===== config.mk =====
export PLATFORM = sky130hd
export DESIGN_NAME = ysyx_23060221_ifu
export DESIGN_NICKNAME = d
export VERILOG_FILES = /design/src/rtl/ysyx_23060221_pkg.sv /design/src/rtl/ysyx_23060221_ifu_perf.sv /design/src/rtl/ysyx_23060221_ifu.sv
export SDC_FILE = /design/constraint.sdc
export NUM_CORES = 1
export LEC_CHECK = 0
export BUFFER_PORTS_ARGS = -buffer_cell sky130_fd_sc_hd__buf_2
export CAP_MARGIN = 20
export CORE_ASPECT_RATIO = 0.8
export CORE_MARGIN = 5
export CORE_UTILIZATION = 43
export CTS_BUF_LIST = sky130_fd_sc_hd__clkbuf_16
export CTS_CLUSTER_DIAMETER = 30
export CTS_CLUSTER_SIZE = 24
export DETAILED_ROUTE_END_ITERATION = 8
export HOLD_SLACK_MARGIN = 0.06
export PLACE_DENSITY = 0.87
export REMOVE_ABC_BUFFERS = 1
export SLEW_MARGIN = 20
export SYNTH_ARGS = -nofsm -noshare
export SYNTH_HDL_FRONTEND = slang
export SYNTH_HIERARCHICAL = 1
export SYNTH_SLANG_ARGS = --single-unit

===== constraint.sdc =====
create_clock -name clk -period 1.9 [get_ports clk]
set_clock_uncertainty 0.05 [all_clocks]
set_input_delay 0 -clock clk [delete_from_list [all_inputs] [get_ports clk]]
set_output_delay 0 -clock clk [all_outputs]
set_load 0.02 [all_outputs]

===== src/rtl/ysyx_23060221_pkg.sv =====
// ysyx_23060221_pkg: shared IFU state encoding, fault/response codes and reset PC.
// Reset PC moves to the SoC flash window when SOC is defined.
package ysyx_23060221_pkg;
   typedef enum logic [1:0] {IFU_IDLE, IFU_AR, IFU_R, IFU_OUT} ifu_state_e;
   localparam logic [1:0] IFU_FAULT_NONE     = 2'b00;
   localparam logic [1:0] IFU_FAULT_MISALIGN = 2'b01;
   localparam logic [1:0] IFU_FAULT_BUSERR   = 2'b10;
   localparam logic [1:0] RESP_OKAY   = 2'b00;
   localparam logic [1:0] RESP_EXOKAY = 2'b01;
   localparam logic [1:0] RESP_SLVERR = 2'b10;
   localparam logic [1:0] RESP_DECERR = 2'b11;
`ifdef SOC
   localparam logic [31:0] RESET_PC = 32'h3000_0000;
`else
   localparam logic [31:0] RESET_PC = 32'h8000_0000;
`endif
endpackage


===== src/rtl/ysyx_23060221_ifu_perf.sv =====
// ysyx_23060221_ifu_perf: fetch count and fetch-busy cycle counters (wrap at 2^64).
module ysyx_23060221_ifu_perf (
   input  logic        clk,
   input  logic        rst,
   input  logic        fetch_done_i,
   input  logic        busy_i,
   output logic [63:0] perf_fetch_cnt_o,
   output logic [63:0] perf_fetch_cyc_o
);
   logic [63:0] cnt_q, cyc_q;
   always_ff @(posedge clk) begin
      if (rst) begin
         cnt_q <= '0;
         cyc_q <= '0;
      end else begin
         cnt_q <= cnt_q + {63'd0, fetch_done_i};
         cyc_q <= cyc_q + {63'd0, busy_i};
      end
   end
   assign perf_fetch_cnt_o = cnt_q;
   assign perf_fetch_cyc_o = cyc_q;
endmodule


===== src/rtl/ysyx_23060221_ifu.sv =====
// ysyx_23060221_ifu: single-outstanding AXI4-Lite instruction fetch between WBU and IDU.
// IFU_PERF_CNT_EN adds perf_fetch_cnt/perf_fetch_cyc counter outputs.
module ysyx_23060221_ifu
   import ysyx_23060221_pkg::*;
#(
   parameter int ADDR_W = 32,
   parameter int DATA_W = 32
) (
   input  logic              clk,
   input  logic              rst,
   input  logic [ADDR_W-1:0] pc,
   input  logic              WBU_valid,
   output logic              IFU_ready,
   output logic              IFU_valid,
   input  logic              IDU_ready,
   output logic [DATA_W-1:0] inst,
   output logic [ADDR_W-1:0] inst_pc,
   output logic [1:0]        inst_fault,
   output logic [ADDR_W-1:0] araddr,
   output logic              arvalid,
   input  logic              arready,
   input  logic [DATA_W-1:0] rdata,
   input  logic [1:0]        rresp,
   input  logic              rvalid,
   output logic              rready
`ifdef IFU_PERF_CNT_EN
   ,
   output logic [63:0]       perf_fetch_cnt,
   output logic [63:0]       perf_fetch_cyc
`endif
);
   ifu_state_e        state_q;
   logic              ifu_valid_q, arvalid_q, rready_q;
   logic [ADDR_W-1:0] araddr_q, inst_pc_q;
   logic [DATA_W-1:0] inst_q;
   logic [1:0]        inst_fault_q;

   always_ff @(posedge clk) begin
      if (rst) begin
         state_q      <= IFU_IDLE;
         ifu_valid_q  <= 1'b0;
         arvalid_q    <= 1'b0;
         rready_q     <= 1'b0;
         araddr_q     <= '0;
         inst_pc_q    <= '0;
         inst_q       <= '0;
         inst_fault_q <= IFU_FAULT_NONE;
      end else begin
         case (state_q)
            IFU_IDLE:
               if (WBU_valid) begin
                  inst_pc_q <= pc;
                  araddr_q  <= pc;
                  if (pc[1:0] == 2'b00) begin
                     arvalid_q <= 1'b1;
                     state_q   <= IFU_AR;
                  end else begin
                     // misaligned PCs never reach the bus
                     inst_q       <= '0;
                     inst_fault_q <= IFU_FAULT_MISALIGN;
                     ifu_valid_q  <= 1'b1;
                     state_q      <= IFU_OUT;
                  end
               end
            IFU_AR:
               if (arready) begin
                  arvalid_q <= 1'b0;
                  rready_q  <= 1'b1;
                  state_q   <= IFU_R;
               end
            IFU_R:
               if (rvalid) begin
                  inst_q       <= rdata;
                  inst_fault_q <= (rresp == RESP_OKAY) ? IFU_FAULT_NONE : IFU_FAULT_BUSERR;
                  rready_q     <= 1'b0;
                  ifu_valid_q  <= 1'b1;
                  state_q      <= IFU_OUT;
               end
            IFU_OUT:
               if (IDU_ready) begin
                  ifu_valid_q <= 1'b0;
                  state_q     <= IFU_IDLE;
               end
            default: state_q <= IFU_IDLE;
         endcase
      end
   end

   assign IFU_ready  = (state_q == IFU_IDLE);
   assign IFU_valid  = ifu_valid_q;
   assign inst       = inst_q;
   assign inst_pc    = inst_pc_q;
   assign inst_fault = inst_fault_q;
   assign araddr     = araddr_q;
   assign arvalid    = arvalid_q;
   assign rready     = rready_q;

`ifdef IFU_PERF_CNT_EN
   ysyx_23060221_ifu_perf u_perf (
      .clk              (clk),
      .rst              (rst),
      .fetch_done_i     (ifu_valid_q & IDU_ready),
      .busy_i           ((state_q == IFU_AR) || (state_q == IFU_R)),
      .perf_fetch_cnt_o (perf_fetch_cnt),
      .perf_fetch_cyc_o (perf_fetch_cyc)
   );
`endif
endmodule

==> summary.txt <==
Worst setup path
  – R2r endpoint: inst[6]
  – R2r worst-path depth: 8
  – Worst Setup Path Type: reg2reg
  – RR Startpoint: state_q[0]
  – Maximum fanout along the worst path: 8
  – Setup crit end kind: flip-flop
  – Reg2reg setup slack: 0.07 ns
  – CP required: between 2 and 2.5 ns
  – Worst setup SP type: flip-flop
  – Critical path arrival: between 1.5 and 2 ns

Route
  – ANT nets after route: 0
  – DRC violation count after routing: 0
  – 1st-iter DRT viols: between 100 and 150
  – Routed WL: about 9700 µm
  – Total vias in the final route: 2,972
  – Via-per-instance ratio: 4.921
  – Detailed-router iteration count before antenna repair: 4
  – Wire length per cell: ~16 µm

Global route
  – Initial antenna violation count: 0
  – Vias in the first global route: around 3,000
  – Total track usage: 22.19%
  – Largest net degree at the start of global routing: 33
  – First-pass GRT wire length: ~14,000 µm
  – Total gr overflow: 0

Power
  – Leakage Power: ~0.0023 µW
  – Pwr Density: approximately 1300 nW/µm²
  – Peak supply drop: between 700 and 800 µV
  – Total power draw: between 6000 and 7000 µW

Clock tree
  – Clk buf depth: 2
  – CTS tree: yes
  – Total clock sinks: between 70 and 80
  – Clk root buf: clkbuf_16
  – CTS Buf Count: 9
  – Clock slew at reported path FFs: around 0.060 ns
  – Skew-Pair Late Insertion Delay: between 0.3 and 0.4 ns
  – H-tree levels: 3

STA
  – Setup violators final: 0
  – Crit share post-route: 96.49%
  – Fmax: ~550 MHz
  – Measured slew at the worst slew-check pin: between 0.5 and 0.6 ns
  – Final slew viol count: 0
  – Final hold vios: 0
  – Final min period: around 1.8 ns
  – Slew headroom: between 60 and 70%
  – Unrepaired setup endpoints after global routing: false

Final layout
  – Final nets: a little under 600
  – Share of cells above drive strength 1: 41.35%
  – Leading cell type in the layout, fill and taps excluded: buf_2
  – Commonest non-fill, non-tap cells in the layout: buf_2, dlygate4sd3_1, dfxtp_1, nand2_1, a21oi_1
  – Syn-to-layout area delta: 64.99%
  – Ant. Diodes: 0
  – Post-route cell area: between 4000 and 5000 µm²

Synthesis
  – Sequential-to-total area share from yosys stat: about 50%
  – Syn Area/Cell: between 9 and 10 µm²
  – Synth Cell Area: around 2800 µm²
  – Synth unique cells: 31
  – Post-Synthesis Cells: 297
  – Synth warnings: 6
  – Register bit count reported by yosys: 71

Floorplan
  – Die Y: between 80 and 90 µm
  – Core region area: about 6400 µm²
  – Die Span X: 100.8 µm
  – Core Rows: 26
  – Top Ports: 174
  – Full die area: around 8300 µm²
  – Initial core utilization: between 40 and 50%

Job
  – Max cap viols: 0

Placement
  – Port bufs: approximately 170
  – Post-DP HPWL: ~6000 µm
  – Placer Congestion: around 0.75
  – Placed Area: 3512 µm²

Worst hold path
  – Hold Path End: IFU_valid
  – Worst Hold Path Cells: 4
  – Min-Delay Path Class: in2reg
  – Hold_sp: IDU_ready

Status
  – Outcome: finished clean
[kinds of logic (layout without fill, tap and decap cells)]
kind of cell | after synthesis | count (layout) | share of synthesized area (%)
mux | 1 | 1 | 0.3532
buf+inv | 54 | 276 | 12.76
compound gates | 78 | 78 | 19.60
fa+ha+maj | 6 | 6 | 2.649
simple gates | 87 | 88 | 14.48
flops | 71 | 71 | 50.15
[per-stage QoR]
stage | worst slack, ns | cells | util (%) | hold WS, ns | setup TNS [ns]
floorplan | -0.4324 | 248 | - | 0.01907 | -11.87
global placement | -0.1003 | 510 | 54.80 | 0.1653 | -2.789
detailed placement | -0.2208 | 510 | 54.80 | 0.1683 | -6.542
CTS | 0.01487 | 604 | 72.43 | 0.2507 | 0
global route | 0.005377 | 604 | 72.96 | 0.2687 | 0
finish | 0.06667 | 604 | 72.96 | 0.2584 | 0
[layer usage]
layer | up-vias | part of all wire (%) | global-route usage (%)
met5 | - | 0 | 0
met4 | 0 | 3.0 | 10.90
met3 | 30 | 6.8 | 5.374
met2 | 123 | 54 | 43.43
li1 | 1420 | - | -
met1 | 1399 | 36 | 21.97
[area by class of cell]
cell class                 instances  area [µm²]
clock buffer                       9       225.2
clock inverter                     7       125.1
fill                             457        1733
inverter                           5       18.77
multi-input combinational        173        1092
sequential                        71        1425
tap                               84       105.1
timing repair buffer             255        1684
[cell usage after synthesis]
cell type | number | area share (%)
nor2b_2 | 1 | 0.31
ha_1 | 6 | 2.6
inv_1 | 5 | 0.66
a311oi_1 | 1 | 0.31
dfxtp_1 | 71 | 50
a211oi_1 | 1 | 0.26
buf_2 | 4 | 0.71
nor2_1 | 7 | 0.93
nor3b_4 | 1 | 0.66
a2111oi_4 | 1 | 0.97
a22o_1 | 32 | 9.9
o21ai_1 | 1 | 0.18
and2_2 | 1 | 0.26
nor2b_1 | 1 | 0.22
a31oi_1 | 1 | 0.22
nand2_1 | 70 | 9.3
or4_1 | 1 | 0.26
nor2_4 | 1 | 0.40
a21oi_1 | 37 | 6.5
o211ai_1 | 1 | 0.26
nor4_4 | 2 | 1.5
nor3_1 | 1 | 0.18
clkbuf_1 | 6 | 0.79
o41ai_1 | 1 | 0.31
nor2b_4 | 1 | 0.49
a21bo_2 | 1 | 0.35
buf_4 | 35 | 9.3
mux2i_1 | 1 | 0.35
buf_6 | 3 | 1.2
a2111oi_0 | 1 | 0.31
buf_1 | 1 | 0.13
[report_power, final]
part / total (µW) / leakage [µW] / internal, µW / switching [µW]
registers: 1860 / 0.000579 / 1710 / 152
logic: 2260 / 0.00155 / 929 / 1330
clock network: 1930 / 0.000171 / 1300 / 629
[worst max path at each step]
stage,startpoint,end
after global routing,state_q[0],inst[6]
after global placement,state_q[1],inst_fault[1]
after detailed placement,state_q[1],inst[23]
after floorplan,state_q[0],inst_fault[1]
final,state_q[0],inst[6]
after CTS,state_q[0],inst[0]
[worst max-delay path, stage by stage (launching register included)]
cell and delay [ns]:
dfxtp_1 0.35, inv_2 0.08, ha_1 0.23, nor2b_4 0.17
nor4_4 0.27, buf_4 0.17, nor2_4 0.03, buf_4 0.18
a22o_1 0.19
[what timing repair did]
| action | CTS | global route |
|---|---|---|
| resized for setup | 1 | 9 |
| cloned | 1 | 0 |
| setup endpoints to repair | 33 | 33 |
| pin swaps | 3 | 0 |
| buffers inserted | 6 | 0 |
| hold endpoints to repair | 71 | 0 |
| hold buffers | 71 | 0 |
[flip-flops by register name, indices dropped and copies added (netlist names)]
| signal | flops |
|---|---|
| inst | 32 |
| inst_pc | 32 |
| IFU_valid | 1 |
| rready | 1 |
| state_q | 2 |
| inst_fault | 2 |
| arvalid | 1 |
Note: power is estimated with default switching activity, not from simulation.
